--- config.mk ---
export PLATFORM = sky130hd
export DESIGN_NAME = writeback_stage_flat
export DESIGN_NICKNAME = d
export VERILOG_FILES = /design/src/rtl/writeback_stage_if.sv /design/src/rtl/writeback_stage.sv /design/src/flat_wrapper.sv
export SDC_FILE = /design/constraint.sdc
export NUM_CORES = 1
export LEC_CHECK = 0
export ABC_AREA = 1
export CORE_AREA = 4 4 83 93
export CTS_BUF_LIST = sky130_fd_sc_hd__clkbuf_4 sky130_fd_sc_hd__clkbuf_8
export DETAILED_ROUTE_END_ITERATION = 10
export DIE_AREA = 0 0 87 97
export GPL_TIMING_DRIVEN = 0
export PLACE_DENSITY_LB_ADDON = 0.08
export SYNTH_ARGS = -nofsm -noshare
export SYNTH_HDL_FRONTEND = slang
export SYNTH_SLANG_ARGS = --single-unit
--- constraint.sdc ---
create_clock -name clk_i -period 2 [get_ports clk_i]
set_input_delay 0.3 -clock clk_i [delete_from_list [all_inputs] [get_ports clk_i]]
set_output_delay 0.3 -clock clk_i [all_outputs]
set_load 0.01 [all_outputs]
--- src/rtl/writeback_stage_if.sv ---
// Writeback stage bus: upstream instruction fields, data-memory read halves
// and the register-file write port, grouped for the writeback_stage ports.
interface writeback_stage_if #(
  parameter int DATA_W  = 32,
  parameter int HALF_W  = 16,
  parameter int RADDR_W = 4
);
  logic [DATA_W-1:0]  data_calc_i;
  logic               mem_to_reg_i;
  logic [RADDR_W-1:0] rf_wr_select_i;
  logic               rf_wr_en_i;
  logic [HALF_W-1:0]  mem_rdata_i;
  logic               mem_rvalid_i;
  logic [DATA_W-1:0]  rf_wr_data_o;
  logic [RADDR_W-1:0] rf_wr_addr_o;
  logic               rf_wr_en_o;
  logic               stall_o;
  logic               mem_err_o;

  // Upstream / memory side drives the stage.
  modport master (
    output data_calc_i, mem_to_reg_i, rf_wr_select_i, rf_wr_en_i,
           mem_rdata_i, mem_rvalid_i,
    input  rf_wr_data_o, rf_wr_addr_o, rf_wr_en_o, stall_o, mem_err_o
  );

  // The writeback stage itself.
  modport slave (
    input  data_calc_i, mem_to_reg_i, rf_wr_select_i, rf_wr_en_i,
           mem_rdata_i, mem_rvalid_i,
    output rf_wr_data_o, rf_wr_addr_o, rf_wr_en_o, stall_o, mem_err_o
  );
endinterface

--- src/rtl/writeback_stage.sv ---
// Final pipeline stage: writes ALU results or 2x16-bit assembled load data to
// the register file. Optional forwarding port enabled by `define WB_BYPASS_EN.
module writeback_stage #(
  parameter int DATA_W  = 32,
  parameter int HALF_W  = 16,
  parameter int RADDR_W = 4,
  parameter int MEM_TMO = 15
) (
  input logic             clk_i,
  input logic             rst_i,
  writeback_stage_if.slave bus
`ifdef WB_BYPASS_EN
  ,
  input  logic [RADDR_W-1:0] fwd_sel_i,
  output logic               fwd_hit_o,
  output logic [DATA_W-1:0]  fwd_data_o
`endif
);

  localparam int CNT_W = $clog2(MEM_TMO + 1);

  typedef enum logic [1:0] {IDLE, WAIT_LO, WAIT_HI} state_e;

  state_e             state_q, state_d;
  logic [CNT_W-1:0]   cnt_q, cnt_d;
  logic [HALF_W-1:0]  lo_q, lo_d;
  logic [RADDR_W-1:0] dest_q, dest_d;
  logic [RADDR_W-1:0] addr_q, addr_d;
  logic [DATA_W-1:0]  data_q, data_d;
  logic               wr_en_q, wr_en_d;
  logic               err_q, err_d;
  logic               stall;
  logic               tmo;

  // Last permitted cycle without rvalid in the current wait state.
  assign tmo = (cnt_q == CNT_W'(MEM_TMO - 1));

  always_comb begin
    // NOTE: every signal written here gets a default first, so no latch is inferred.
    state_d = state_q;
    cnt_d   = cnt_q;
    lo_d    = lo_q;
    dest_d  = dest_q;
    addr_d  = addr_q;
    data_d  = data_q;
    wr_en_d = 1'b0;
    err_d   = err_q;
    stall   = 1'b0;

    unique case (state_q)
      IDLE: begin
        if (bus.rf_wr_en_i) begin
          if (bus.mem_to_reg_i) begin
            dest_d  = bus.rf_wr_select_i;
            cnt_d   = '0;
            state_d = WAIT_LO;
            stall   = 1'b1;
          end else begin
            wr_en_d = 1'b1;
            data_d  = bus.data_calc_i;
            addr_d  = bus.rf_wr_select_i;
          end
        end
      end
      WAIT_LO: begin
        stall = 1'b1;
        if (bus.mem_rvalid_i) begin
          lo_d    = bus.mem_rdata_i;
          cnt_d   = '0;
          state_d = WAIT_HI;
        end else if (tmo) begin
          err_d   = 1'b1;
          state_d = IDLE;
        end else if (cnt_q != '1) begin
          cnt_d = cnt_q + CNT_W'(1);
        end
      end
      WAIT_HI: begin
        if (bus.mem_rvalid_i) begin
          // Releasing stall here lets upstream advance on the same edge the write issues.
          wr_en_d = 1'b1;
          data_d  = DATA_W'({bus.mem_rdata_i, lo_q});
          addr_d  = dest_q;
          state_d = IDLE;
        end else begin
          stall = 1'b1;
          if (tmo) begin
            err_d   = 1'b1;
            state_d = IDLE;
          end else if (cnt_q != '1) begin
            cnt_d = cnt_q + CNT_W'(1);
          end
        end
      end
      default: state_d = IDLE;
    endcase
  end

  always_ff @(posedge clk_i or negedge rst_i) begin
    if (!rst_i) begin
      state_q <= IDLE;
      cnt_q   <= '0;
      lo_q    <= '0;
      dest_q  <= '0;
      addr_q  <= '0;
      data_q  <= '0;
      wr_en_q <= 1'b0;
      err_q   <= 1'b0;
    end else begin
      // NOTE: non-blocking assignments so every register samples pre-edge values.
      state_q <= state_d;
      cnt_q   <= cnt_d;
      lo_q    <= lo_d;
      dest_q  <= dest_d;
      addr_q  <= addr_d;
      data_q  <= data_d;
      wr_en_q <= wr_en_d;
      err_q   <= err_d;
    end
  end

  // Gate with reset so an accepted-load request cannot hold stall high during reset.
  assign bus.stall_o      = stall & rst_i;
  assign bus.rf_wr_data_o = data_q;
  assign bus.rf_wr_addr_o = addr_q;
  assign bus.rf_wr_en_o   = wr_en_q;
  assign bus.mem_err_o    = err_q;

`ifdef WB_BYPASS_EN
  assign fwd_hit_o  = wr_en_q && (addr_q == fwd_sel_i);
  assign fwd_data_o = data_q;
`endif

endmodule

--- src/flat_wrapper.sv ---
// flat-port wrapper written by rule: the top's interface ports become plain ports
module writeback_stage_flat 
#(
  parameter int DATA_W  = 32,
  parameter int HALF_W  = 16,
  parameter int RADDR_W = 4,
  parameter int MEM_TMO = 15
)
  (clk_i, rst_i, bus_data_calc_i, bus_mem_to_reg_i, bus_rf_wr_select_i, bus_rf_wr_en_i, bus_mem_rdata_i, bus_mem_rvalid_i, bus_rf_wr_data_o, bus_rf_wr_addr_o, bus_rf_wr_en_o, bus_stall_o, bus_mem_err_o);
  writeback_stage_if #(.DATA_W(DATA_W), .HALF_W(HALF_W), .RADDR_W(RADDR_W)) bus_i ();
  input logic clk_i;
  input logic rst_i;
  input wire logic [$bits(bus_i.data_calc_i)-1:0] bus_data_calc_i;
  input wire logic [$bits(bus_i.mem_to_reg_i)-1:0] bus_mem_to_reg_i;
  input wire logic [$bits(bus_i.rf_wr_select_i)-1:0] bus_rf_wr_select_i;
  input wire logic [$bits(bus_i.rf_wr_en_i)-1:0] bus_rf_wr_en_i;
  input wire logic [$bits(bus_i.mem_rdata_i)-1:0] bus_mem_rdata_i;
  input wire logic [$bits(bus_i.mem_rvalid_i)-1:0] bus_mem_rvalid_i;
  output wire logic [$bits(bus_i.rf_wr_data_o)-1:0] bus_rf_wr_data_o;
  output wire logic [$bits(bus_i.rf_wr_addr_o)-1:0] bus_rf_wr_addr_o;
  output wire logic [$bits(bus_i.rf_wr_en_o)-1:0] bus_rf_wr_en_o;
  output wire logic [$bits(bus_i.stall_o)-1:0] bus_stall_o;
  output wire logic [$bits(bus_i.mem_err_o)-1:0] bus_mem_err_o;
  assign bus_i.data_calc_i = bus_data_calc_i;
  assign bus_i.mem_to_reg_i = bus_mem_to_reg_i;
  assign bus_i.rf_wr_select_i = bus_rf_wr_select_i;
  assign bus_i.rf_wr_en_i = bus_rf_wr_en_i;
  assign bus_i.mem_rdata_i = bus_mem_rdata_i;
  assign bus_i.mem_rvalid_i = bus_mem_rvalid_i;
  assign bus_rf_wr_data_o = bus_i.rf_wr_data_o;
  assign bus_rf_wr_addr_o = bus_i.rf_wr_addr_o;
  assign bus_rf_wr_en_o = bus_i.rf_wr_en_o;
  assign bus_stall_o = bus_i.stall_o;
  assign bus_mem_err_o = bus_i.mem_err_o;
  writeback_stage #(.DATA_W(DATA_W), .HALF_W(HALF_W), .RADDR_W(RADDR_W), .MEM_TMO(MEM_TMO)) u_core (.clk_i(clk_i), .rst_i(rst_i), .bus(bus_i));
endmodule
# Word-level counts from Yosys, hierarchy flattened
# Cells that the tools add are included.
[word_totals] regBits=64 in_bits=57 output_inout_bits=39 elab_cells=59
[op_classes] n_addsub=1 n_eq_ne=9 muxes=29 n_bitwise=2 reduce_logical=10
[op_table] cell="$mux W32" count=3
[op_table] cell="$pmux W32 S2" count=1
[op_table] cell="$mux W4" count=9
[op_table] cell="$pmux W4 S3" count=1
[op_table] cell="$mux W2" count=5
[op_table] cell="$ne A2 B2 Y1 const B" count=5
[op_table] cell="$pmux W4 S2" count=1
[op_table] cell="$reduce_and A4 Y1" count=2
[op_table] cell="$mux W1" count=6
[op_table] cell="$pmux W2 S3" count=1
[op_table] cell="$reduce_and A3 Y1" count=2
[op_table] cell="$add A4 B1 Y4 const B" count=1
[op_table] cell="$eq A4 B4 Y1 const B" count=1
[op_table] cell="$ne A4 B4 Y1 const B" count=1
[op_table] cell="$reduce_and A2 Y1" count=2
[op_table] cell="$pmux W1 S3" count=1
[op_table] cell="$reduce_bool A3 Y1" count=1
[op_table] cell="$eq A2 B1 Y1 const B" count=1
[op_table] cell="$eq A2 B2 Y1 const B" count=1
[op_table] cell="$logic_not A2 Y1" count=1
[op_table] cell="$pmux W1 S2" count=1
[op_table] cell="$reduce_bool A2 Y1" count=1
[op_table] cell="$reduce_or A2 Y1" count=1
[op_table] cell="$and A1 B1 Y1" count=1
[op_table] cell="$not A1 Y1" count=1

# Depth between registers and ports, before layout
# Gate-level depths: netlist of the first run.
[logic_depth] ltp_word=5 mapped_depth=10

# Worst setup path after synthesis of the first run
# Ideal clock, no wire load.
[synth_timing] path_kind="flip-flop to output port" startpoint="register u_core.state_q[0]" endpoint="output bus_stall_o" arrival_time_ps=1348 setup_slack_ps=352 stages_incl_launch_ff=8 path_buffers=1 cell_sequence="dfrtp_1 -> inv_1 -> ha_1 -> buf_4 -> clkinv_1 -> o21ai_0 -> o21ai_0 -> nor2_1"
[synth_between] elab_chain_len=3 elab_cells_between_ends=5
[synth_lines] item="from (decl)" line_no="writeback_stage.sv:24" rtl="state_e state_q, state_d;"
[synth_lines] item="from (signal assigned)" line_no="writeback_stage.sv:111" rtl="state_q <= state_d;"
[synth_lines] item="$eq A2 B2 Y1, or another cell as far along" line_no="writeback_stage.sv:50" rtl="unique case (state_q)"
[synth_lines] item="$pmux W1 S3 (*)" line_no="writeback_stage.sv:50"
[synth_lines] item="$and A1 B1 Y1 (*)" line_no="writeback_stage.sv:123" rtl="assign bus.stall_o = stall & rst_i;"
[synth_lines] item="to (decl)" line_no="flat_wrapper.sv:22" rtl="output wire logic [$bits(bus_i.stall_o)-1:0] bus_stall_o;"
# Every way passes the cells marked *; elsewhere a longest branch is shown, timed or not.

# Final worst setup path of the first run
# Same ends and word-level chain as after synthesis.

==> results.md, run 1 <==
- Syn nets: 472
- DRT antenna net count: 0
- Crit-path cells: inv_4 > ha_4 > buf_6 > inv_8 > o21ai_4 > o21ai_1 > nor2_1 > buf_2
- Period utilization: 95.47%
- Min Tclk post-route: 1.909 ns
- Reg2Reg Setup Slack: 0.22 ns
- Skew final: 0.009190 ns
- Syn_area_per_cell: 7.940 um^2
- Leakage power figure: 2.283 nW
- Slew Limit Fails: 0
- Post-synth top flop: dfrtp_1
- Post-synth ARST share: 100.0%
- Hpwl dp: 5774 um
- EDFF count, synth: 0
- Setup crit start kind: flop
- CP bufs+invs: 4
- YS warnings: 0
- Overall power: 6.960 mW
- Post-cts hold buffer count: 0
- Clk sink count: 64
- Worst path depth: 8
- PwrDens: 1513 nW/um^2
- Drt drc: 0
- Post-synthesis sequential area ratio: 49.44%
- Share of layout cells above drive strength 1: 12.07%
- Fillcell total: 572
- FMAX: 523.8 MHz
- Met2 wire length: 3751 um
- DIE WIDTH: 87 um
- Flops & latches, synth: 64
- Inserted Clock Buffers: 9
- Crit path capture type: output pin
- Io pins: 96
- Port Buffer Count: 95
- Final setup vio count: 0
- Worst slew pin tran: 0.8161 ns
- CP arrival: 1.61 ns
- Via/cell ratio: 4.733
- Final Hold Fails: 0
- Top Layer Used: met4
- GR Util All Layers: 19.70%
- Antenna violations before repair: 0
- Clock Pin Slew Worst Setup and Hold Paths: 0.07 ns
- GRT Residual Overflow: 0
- Final core utilization: 67.18%
- Vias in the first global route: 2,774
- WL final: 7889 um
- Initial DRT Pass Iterations: 4
- Global-route wire length before repair: 13,200 um
- Met3 routed WL: 374 um
- Status: finished clean
- Starting Density: 47.31%
- Row cnt: 32
- Synth unique cells: 21
- Clk_lat worst skew: 0.33 ns
- Fin nets: 581
- Reg2reg start: u_core.state_q[0]
- Clk buf depth: 2
- Crit-path leading delay family: flip-flops
- Cell count after synthesis: 408
- Met1 Wirelength: 3590 um
- CP max stage cell: dfrtp_2
- Worst r2r dst: u_core.bus.rf_wr_data_o[1]
- Die area: 8439 um^2
- Class of the worst hold path: input port to async pin
- Peak supply drop: 0.0007728 V
- Critical path type: flop to output pin
- 1st-iter DRT viols: 167
- CTS root buf: clkbuf_8
- Slew headroom: 45.60%
- N_diodes: 0
- Wirelength per Cell: 13.00 um
- H-tree depth: 3
- Area delta synth->final: 41.99%
- Pin count of the biggest net entering global routing: 66
- Die H: 97 um
- Worst r2r path cells: 11
- Core region area: 6847 um^2
- CP max stage delay: 0.43 ns
- CTS tree: yes
- CP required: 1.70 ns
- Fin Setup TNS: 0 ns
- Gp weighted congestion: 0.8660
- Mapped Area: 3239 um^2
- Crit path max fanout: 7
- RSZ-0062 raised after global routing: false
- Via count: 2,873
- Max Cap Viol: 0
[worst reg2reg max path, cell delays in order (launching register included)]
cell and delay (ns):
dfrtp_2 0.43, inv_4 0.09, ha_4 0.13, buf_6 0.11, buf_4 0.16, nand2_2 0.07, o21ai_1 0.09, and2_1 0.16
buf_6 0.17, buf_6 0.16, nand2_1 0.06, o21ai_1 0.08
[placed cells by master (no fill, tap or decap), drive strengths merged]
| master | count |
|---|---|
| buf | 18 |
| a31o | 1 |
| clkdlybuf4s50 | 93 |
| nor2 | 6 |
| clkinv | 1 |
| a21oi | 1 |
| o21ai | 51 |
| o31ai | 1 |
| dfrtp | 64 |
| bufinv | 1 |
| ha | 7 |
| nand2 | 173 |
| mux2 | 16 |
| clkbuf | 18 |
| a21o | 1 |
| inv | 61 |
| nand3 | 7 |
| nand4 | 1 |
| and2 | 1 |
[sequential cells by signal (all words and copies together) (netlist names)]
signal / cells
u_core.state_q: 2
u_core.bus.rf_wr_data_o: 32
u_core.lo_q: 16
u_core.bus.rf_wr_addr_o: 4
u_core.dest_q: 4
u_core.bus.rf_wr_en_o: 1
u_core.bus.mem_err_o: 1
u_core.cnt_q: 4
[layout make-up]
class / instances / area [um^2] / share of cell area (%)
tap: 85 / 106.4 / 2.312
inverter: 61 / 239.0 / 5.196
buffer: 17 / 136.4 / 2.965
multi-input combinational: 266 / 1328 / 28.86
timing repair buffer: 98 / 965.9 / 21.00
clock buffer: 14 / 186.4 / 4.053
sequential: 64 / 1603 / 34.85
clock inverter: 2 / 35.03 / 0.7617
[power breakdown]
group,internal [mW],switching [mW]
registers,1.93,0.348
logic,1.72,1.76
clock network,0.725,0.479
total,4.38,2.58
[metrics by stage]
stage	cells	hold slack (ns)	instance area, um^2	setup slack [ns]
global route	607	0.1239	4599	0.01930
finish	607	0.05031	4599	0.09069
detailed placement	588	0.4480	4294	-0.4285
CTS	607	0.08431	4562	0.02506
global placement	588	0.4584	4297	-2.284
floorplan	408	0.004409	3239	0.3518
[cells in the mapped netlist, types with 2 or more instances]
cell / count / area share, %
nand2_1: 171 / 20
dfrtp_1: 64 / 49
inv_1: 60 / 7.0
o21ai_1: 37 / 5.7
mux2_2: 16 / 5.6
o21ai_0: 14 / 2.2
buf_6: 8 / 2.8
ha_1: 7 / 2.7
nand3_1: 7 / 1.1
nor2_1: 6 / 0.70
buf_2: 4 / 0.62
clkbuf_1: 4 / 0.46
nand2_2: 2 / 0.39
[worst max-delay path by stage]
stage / startpoint / end / slack [ns]
2_1_floorplan: u_core.state_q[0] / bus_stall_o / 0.35
3_3_place_gp: rst_i / bus_stall_o / -2.28
3_5_place_dp: u_core.state_q[0] / bus_stall_o / -0.43
4_1_cts: u_core.state_q[0] / bus_stall_o / 0.03
5_1_grt: u_core.state_q[0] / bus_stall_o / 0.02
6_report: u_core.state_q[0] / bus_stall_o / 0.09
[logic make-up (layout without fill, tap and decap cells)]
kind of cell | Yosys count | count (layout) | share of synthesized area [%]
AOI/OAI and AO/OA | 55 | 55 | 8.768
adders and majority gates | 7 | 7 | 2.704
buffers and inverters | 78 | 192 | 11.16
DFF | 64 | 64 | 49.44
muxes | 16 | 16 | 5.562
and+or+nand+nor | 188 | 188 | 22.36
[metal layers]
metal / vias up / GRT usage, %
met5: - / 0
li1: 1474 / -
met3: 16 / 3.748
met4: 0 / 8.873
met2: 69 / 29.92
met1: 1314 / 26.98
[timing repair]
action,in CTS,in global routing
setup endpoints to repair,1,1
hold endpoints to repair,0,0
pin swaps,1,2
gates resized for setup,14,10
setup buffers,3,0
(Power assumes the default switching activity.)
==> inputs of run 2 (changes only) <==
CAP_MARGIN = 20   (was default)
==> results of run 2 <==
No change in the layout: final DEF, timing and power equal those of run 1.
==> inputs of run 3 (changes only) <==
SLEW_MARGIN = 5   (was default)
==> results of run 3 <==
No change in the layout: final DEF, timing and power equal those of run 1.
